**src/rtl/audio_pkg.sv**
```systemverilog
// Shared sample/volume widths, the sample type and the default-width gain constants
// for the volume_adjust pipeline (optional feature macro: VOLUME_RAMP_EN).
package audio_pkg;

  localparam int DEF_SAMPLE_BITS = 16;
  localparam int DEF_VOLUME_BITS = 8;

  typedef logic signed [DEF_SAMPLE_BITS-1:0] sample_t;

  // Volume code that gives a gain of exactly 1.0, and the half-LSB rounding bias.
  localparam int UNITY_GAIN  = 1 << (DEF_VOLUME_BITS - 1);
  localparam int ROUND_CONST = 1 << (DEF_VOLUME_BITS - 2);

endpackage

```
**src/rtl/volume_ramp.sv**
```systemverilog
// Effective-volume slew register: steps one LSB toward the target per accepted sample.
// Only built when VOLUME_RAMP_EN is defined.
`ifdef VOLUME_RAMP_EN
module volume_ramp
  import audio_pkg::*;
#(
  parameter int VOLUME_BITS = DEF_VOLUME_BITS
) (
  input  logic                   mclk,
  input  logic                   rst,
  input  logic                   step_en,
  input  logic [VOLUME_BITS-1:0] target,
  output logic [VOLUME_BITS-1:0] eff_vol
);

  logic [VOLUME_BITS-1:0] eff_q, eff_d;

  always_comb begin
    eff_d = eff_q;
    if (step_en) begin
      if (eff_q < target) begin
        eff_d = eff_q + VOLUME_BITS'(1);
      end else if (eff_q > target) begin
        eff_d = eff_q - VOLUME_BITS'(1);
      end
    end
  end

  always_ff @(posedge mclk) begin
    if (rst) begin
      eff_q <= '0;
    end else begin
      eff_q <= eff_d;
    end
  end

  assign eff_vol = eff_q;

endmodule
`endif

```
**src/rtl/volume_adjust.sv**
```systemverilog
// Two-stage signed PCM volume scaler: multiply, then round-half-up, shift and saturate.
// Define VOLUME_RAMP_EN to slew the effective volume through volume_ramp.
module volume_adjust
  import audio_pkg::*;
#(
  parameter int SAMPLE_BITS = DEF_SAMPLE_BITS,
  parameter int VOLUME_BITS = DEF_VOLUME_BITS
) (
  input  logic                          mclk,
  input  logic                          rst,
  input  logic signed [SAMPLE_BITS-1:0] sample_in,
  input  logic                          in_valid,
  input  logic        [VOLUME_BITS-1:0] volume,
  output logic signed [SAMPLE_BITS-1:0] sample_out,
  output logic                          out_valid,
  output logic                          clipped
);

  localparam int PW    = SAMPLE_BITS + VOLUME_BITS + 1;
  localparam int SHIFT = VOLUME_BITS - 1;
  localparam int RW    = PW - SHIFT;

  localparam logic        [PW-1:0] RND  = {{(PW-1){1'b0}}, 1'b1} << (VOLUME_BITS - 2);
  localparam logic signed [RW-1:0] SMAX = $signed(RW'({1'b0, {(SAMPLE_BITS-1){1'b1}}}));
  localparam logic signed [RW-1:0] SMIN = ~SMAX;

  function automatic logic signed [RW-1:0] round_shift(input logic signed [PW-1:0] p);
    logic signed [PW-1:0] biased;
    biased = p + $signed(RND);
    return RW'(biased >>> SHIFT);
  endfunction

  // Returns {clip_flag, saturated_sample}.
  function automatic logic [SAMPLE_BITS:0] saturate(input logic signed [RW-1:0] r);
    logic [SAMPLE_BITS:0] res;
    if (r > SMAX) begin
      res = {1'b1, SMAX[SAMPLE_BITS-1:0]};
    end else if (r < SMIN) begin
      res = {1'b1, SMIN[SAMPLE_BITS-1:0]};
    end else begin
      res = {1'b0, r[SAMPLE_BITS-1:0]};
    end
    return res;
  endfunction

  logic [VOLUME_BITS-1:0] eff_vol;

`ifdef VOLUME_RAMP_EN
  volume_ramp #(
    .VOLUME_BITS(VOLUME_BITS)
  ) u_ramp (
    .mclk    (mclk),
    .rst     (rst),
    .step_en (in_valid),
    .target  (volume),
    .eff_vol (eff_vol)
  );
`else
  assign eff_vol = volume;
`endif

  // Stage 1: full-precision product, gain captured at acceptance
  logic signed [PW-1:0] prod_d, prod_p1_q;
  logic                 vld_p1_q;

  assign prod_d = PW'(sample_in) * $signed(PW'(eff_vol));

  always_ff @(posedge mclk) begin
    if (in_valid) begin
      prod_p1_q <= prod_d;
    end
  end

  always_ff @(posedge mclk) begin
    if (rst) begin
      vld_p1_q <= 1'b0;
    end else begin
      vld_p1_q <= in_valid;
    end
  end

  // Stage 2: round, shift, saturate; outputs hold between strobes
  logic [SAMPLE_BITS:0]          res_d;
  logic signed [SAMPLE_BITS-1:0] sample_p2_q;
  logic                          clip_p2_q;
  logic                          vld_p2_q;

  assign res_d = saturate(round_shift(prod_p1_q));

  always_ff @(posedge mclk) begin
    if (rst) begin
      vld_p2_q    <= 1'b0;
      sample_p2_q <= '0;
      clip_p2_q   <= 1'b0;
    end else begin
      vld_p2_q <= vld_p1_q;
      if (vld_p1_q) begin
        sample_p2_q <= $signed(res_d[SAMPLE_BITS-1:0]);
        clip_p2_q   <= res_d[SAMPLE_BITS];
      end
    end
  end

  assign sample_out = sample_p2_q;
  assign clipped    = clip_p2_q;
  assign out_valid  = vld_p2_q;

endmodule

```
**config.mk**
```make
export PLATFORM = sky130hd
export DESIGN_NAME = volume_adjust
export DESIGN_NICKNAME = d
export VERILOG_FILES = /design/src/rtl/audio_pkg.sv /design/src/rtl/volume_ramp.sv /design/src/rtl/volume_adjust.sv
export SDC_FILE = /design/constraint.sdc
export NUM_CORES = 1
export LEC_CHECK = 0
export ABC_AREA = 1
export CORE_MARGIN = 4
export CORE_UTILIZATION = 30
export CTS_CLUSTER_DIAMETER = 120
export DETAILED_ROUTE_END_ITERATION = 8
export GPL_TIMING_DRIVEN = 0
export SLEW_MARGIN = 20
export SYNTH_ARGS = -nofsm -noshare
export SYNTH_HDL_FRONTEND = slang
export SYNTH_SLANG_ARGS = --single-unit
export TNS_END_PERCENT = 5
```
**constraint.sdc**
```tcl
create_clock -name mclk -period 9.9 [get_ports mclk]
set_input_delay 1.485 -clock mclk [delete_from_list [all_inputs] [get_ports mclk]]
set_output_delay 1.485 -clock mclk [all_outputs]
set_load 0.02 [all_outputs]
```
==> summary.txt, run 1 <==
Status = completed
GRT Residual Overflow = 0
Clock buffers created by TritonCTS = 5
P_leak = 4.11 nW
Routed WL per cell = 12.3 um
Async set or reset register ratio after synthesis = 0%
Sum Neg Setup Slack = 0 ps
M1 WL = 7.47 mm
Clk_lat worst skew = 280 ps
Vias in the first global route = 5481
Antenna-violating nets left = 0
Die extent in x = 157 um
Switching portion of total power = 51.7%
Die area = 0.0245 mm^2
Max Slew Vio Count = 0
CTS resizes = 0
DP Area = 0.00722 mm^2
FF+latch count, synth = 38
Finished Layout Cells = 1199
CP endpoint kind = register
Synth Instances = 887
Die H = 157 um
Wire length on met2 = 6.59 mm
Rows = 54
Top-area cell type share of the netlist area = 30.5%
Max Clk Rate = 0.156 GHz
Post-DP HPWL = 12.7 mm
Clock slew at the register clock pins of the worst setup and hold paths = 50 ps
Area occupied by multi-input gates = 0.00460 mm^2
FILL cells = 2425
Vias/cell = 4.30
Synthesized area per cell = 7.47 um^2
CTS root buffer = clkbuf_16
Reg-to-reg critical path startpoint = prod_p1_q[6]
Total track usage = 12.9%
Max FO, Critical Path = 10
Core box area = 0.0218 mm^2
Dominant delay contributor by cell family on the critical path = adder cells
IO Pins = 45
Vias post-DR = 5161
Layout cells sized above 1 = 3.92%
Placed Cells = 1191
Fin area = 0.00736 mm^2
Yosys cell types = 36
CTS tree = done
Starting Density = 30.5%
Post-synthesis cell area = 0.00663 mm^2
# port buffers = 24
HP Start = sample_out[0]
Fin. Hold Viols = 0
CP Class = in2reg
P per Cell Area = 255 mW/mm^2
Post-synth EDFFs = 19
Diode count = 0
Worst reg2reg setup slack = 7920 ps
Peak supply drop = 88.1 uV
Clk buf depth = 2
WP data required = 9940 ps
Largest net degree at the start of global routing = 21
Relative slew slack = 40.3%
Setup violations, final = 0
Int Power = 905 uW
Synth Warn # = 0
Gate power share = 74.6%
Total iterations of the first detailed-routing run = 4
Hold Crit Depth = 2
CP Cell Sequence = clkdlybuf4s50_1 > clkbuf_1 > nand2_1 > fa_1 > inv_1 > fa_1 > fa_1 > inv_1 > fa_1 > inv_1 > ha_1 > nand2_1 > nor2_1 > nand4_1 > o31ai_2 > nand3_1 > nand3_1 > nand2_1
Synth area leaders = fa_1 (30%), inv_1 (14%), nand2_1 (13%), ha_1 (8.9%), edfxtp_1 (8.6%)
RSZ-0062 raised after global routing = false
Top_reg_cell synth = edfxtp_1
FF-to-FF End = sample_out[10]
Most common cell in the synthesized netlist = inv_1
Postcts setup bufs = 0
Crit path depth = 18
Max-Cap Viols = 0
Worst path max stage delay = 700 ps
Initial antenna violation count = 0
Register area share after synthesis = 14.3%
WL final = 14.7 mm
Register Area = 951 um^2
WP buf/inv = 5
Min-Delay Path Class = reg2reg
Final hold slack = 468 ps
Clock power share = 7.9%
Hold-fix buffers, CTS = 0
Sequential Power Share = 17.5%
Slew @ Worst Pin = 892 ps
Most frequent cells after synthesis = inv_1 (250), nand2_1 (229), fa_1 (101)
CTS Sinks = 38
Worst setup margin = 3500 ps
Critical path data arrival time = 6440 ps
DR top layer = met4
Slowest CP cell = clkdlybuf4s50_1
Startpoint types = input port
H-Tree Depth = 2
Residual DRC count = 0
Mapped Nets = 1062
Global-route wire length before repair = 26.3 mm
Synth area leader = fa_1
Fin crit period = 6400 ps
Initial DRC Count = 225
Worst r2r path cells = 11
Routability Congestion = 0.839
Cell mode on critical path = fa_1
Final period util = 64.6%
WHS Endpoint = sample_out[0]
Switching power = 970 uW
Place WS = 3200 ps
Synth-to-layout area growth = 11.0%
Final setup skew = 3.23 ps
Crit path from = volume[1]
Layout Nets = 1093
Met3 wire length = 506 um
==> worst max path at each step <==
stage	to	slack, ps
after floorplan	prod_p1_q[21]	4270
after global placement	prod_p1_q[21]	3230
after detailed placement	prod_p1_q[21]	3200
after CTS	prod_p1_q[21]	3500
after global routing	prod_p1_q[21]	3180
final	prod_p1_q[21]	3500
==> cell families after synthesis <==
kind of cell             count (synthesis)  share of synthesized area [%]
flip-flops                              38                           14.3
AND/OR/NAND/NOR                        314                           19.2
AO/OA/AOI/OAI                           74                           6.91
XOR/XNOR                                29                           3.83
adder cells (fa/ha/maj)                148                           39.4
buffers and inverters                  284                           16.3
==> layout make-up <==
class                           instances  area share [%]
Multi-Input combinational cell        565            62.5
Sequential cell                        38            12.9
Inverter                              251            12.8
Tap cell                              280            4.76
Timing Repair Buffer                   24            3.27
Buffer                                 33            1.92
Clock buffer                            8            1.85
==> placed cells by master (no fill, tap or decap), types with 3 or more instances in the layout <==
cell | netlist | final
inv_1 | 250 | 250
nand2_1 | 229 | 229
fa_1 | 101 | 101
ha_1 | 47 | 47
nor2_1 | 36 | 36
clkbuf_1 | 29 | 32
a21oi_1 | 24 | 24
o21ai_0 | 24 | 24
clkdlybuf4s50_1 | 0 | 24
nand3_1 | 23 | 23
dfxtp_1 | 19 | 19
edfxtp_1 | 19 | 19
xor2_1 | 17 | 17
xnor2_1 | 12 | 12
a21oi_2 | 10 | 10
nor3_1 | 8 | 8
nand2_2 | 6 | 6
clkbuf_16 | 0 | 5
nand4_1 | 3 | 3
a21o_1 | 3 | 3
nor2_2 | 3 | 3
==> state kept, by name (all words and copies together) (netlist names) <==
name / count
clipped: 1
out_valid: 1
prod_p1_q: 19
sample_out: 16
vld_p1_q: 1
==> tightest hold or removal path: cells and delay by family (launching register included) <==
| family | cells | cell delay, ps |
|---|---|---|
| AO/OA/AOI/OAI | 1 | 50 |
| AND/OR/NAND/NOR | 1 | 60 |
| flip-flops | 1 | 310 |
==> power by group through the flow <==
stage | Sequential [mW] | Clock, mW | Combinational (mW)
floorplan | 0.328 | 0 | 1.08
global placement | 0.329 | 0 | 1.39
detailed placement | 0.331 | 0 | 1.41
CTS | 0.328 | 0.153 | 1.41
global route | 0.335 | 0.159 | 1.64
finish | 0.328 | 0.148 | 1.40
==> metrics by stage <==
| stage | utilization (%) | power (mW) |
|---|---|---|
| 3_5_place_dp | 33.2 | 1.74 |
| 4_1_cts | 33.8 | 1.89 |
| 5_1_grt | 33.8 | 2.14 |
| 2_1_floorplan | - | 1.41 |
| 6_report | 33.8 | 1.87 |
| 3_3_place_gp | 33.2 | 1.72 |
==> layer usage <==
layer  track usage (%)  vias up
li1                  -     2641
met5                 0        -
met1              18.8     2433
met4              2.23        0
met2              21.2       75
met3             0.968       12
No activity file was read; power rests on OpenSTA's default activity.
==> inputs of run 2 (changes only) <==
==> constraint.sdc (replaced) <==
create_clock -name mclk -period 6.2 [get_ports mclk]
set_input_delay 0.93 -clock mclk [delete_from_list [all_inputs] [get_ports mclk]]
set_output_delay 0.93 -clock mclk [all_outputs]
set_load 0.02 [all_outputs]
==> results of run 2 <==
Same layout as run 1 (identical final DEF). Status: completed.
Among the figures that moved: setup slack after placement 3200 ps -> 59.5 ps; setup slack after layout 3500 ps -> 355 ps; register-to-register setup slack 7920 ps -> 4220 ps; total power 1.87 mW -> 2.99 mW; worst IR drop on VDD 88.1 uV -> 141 uV
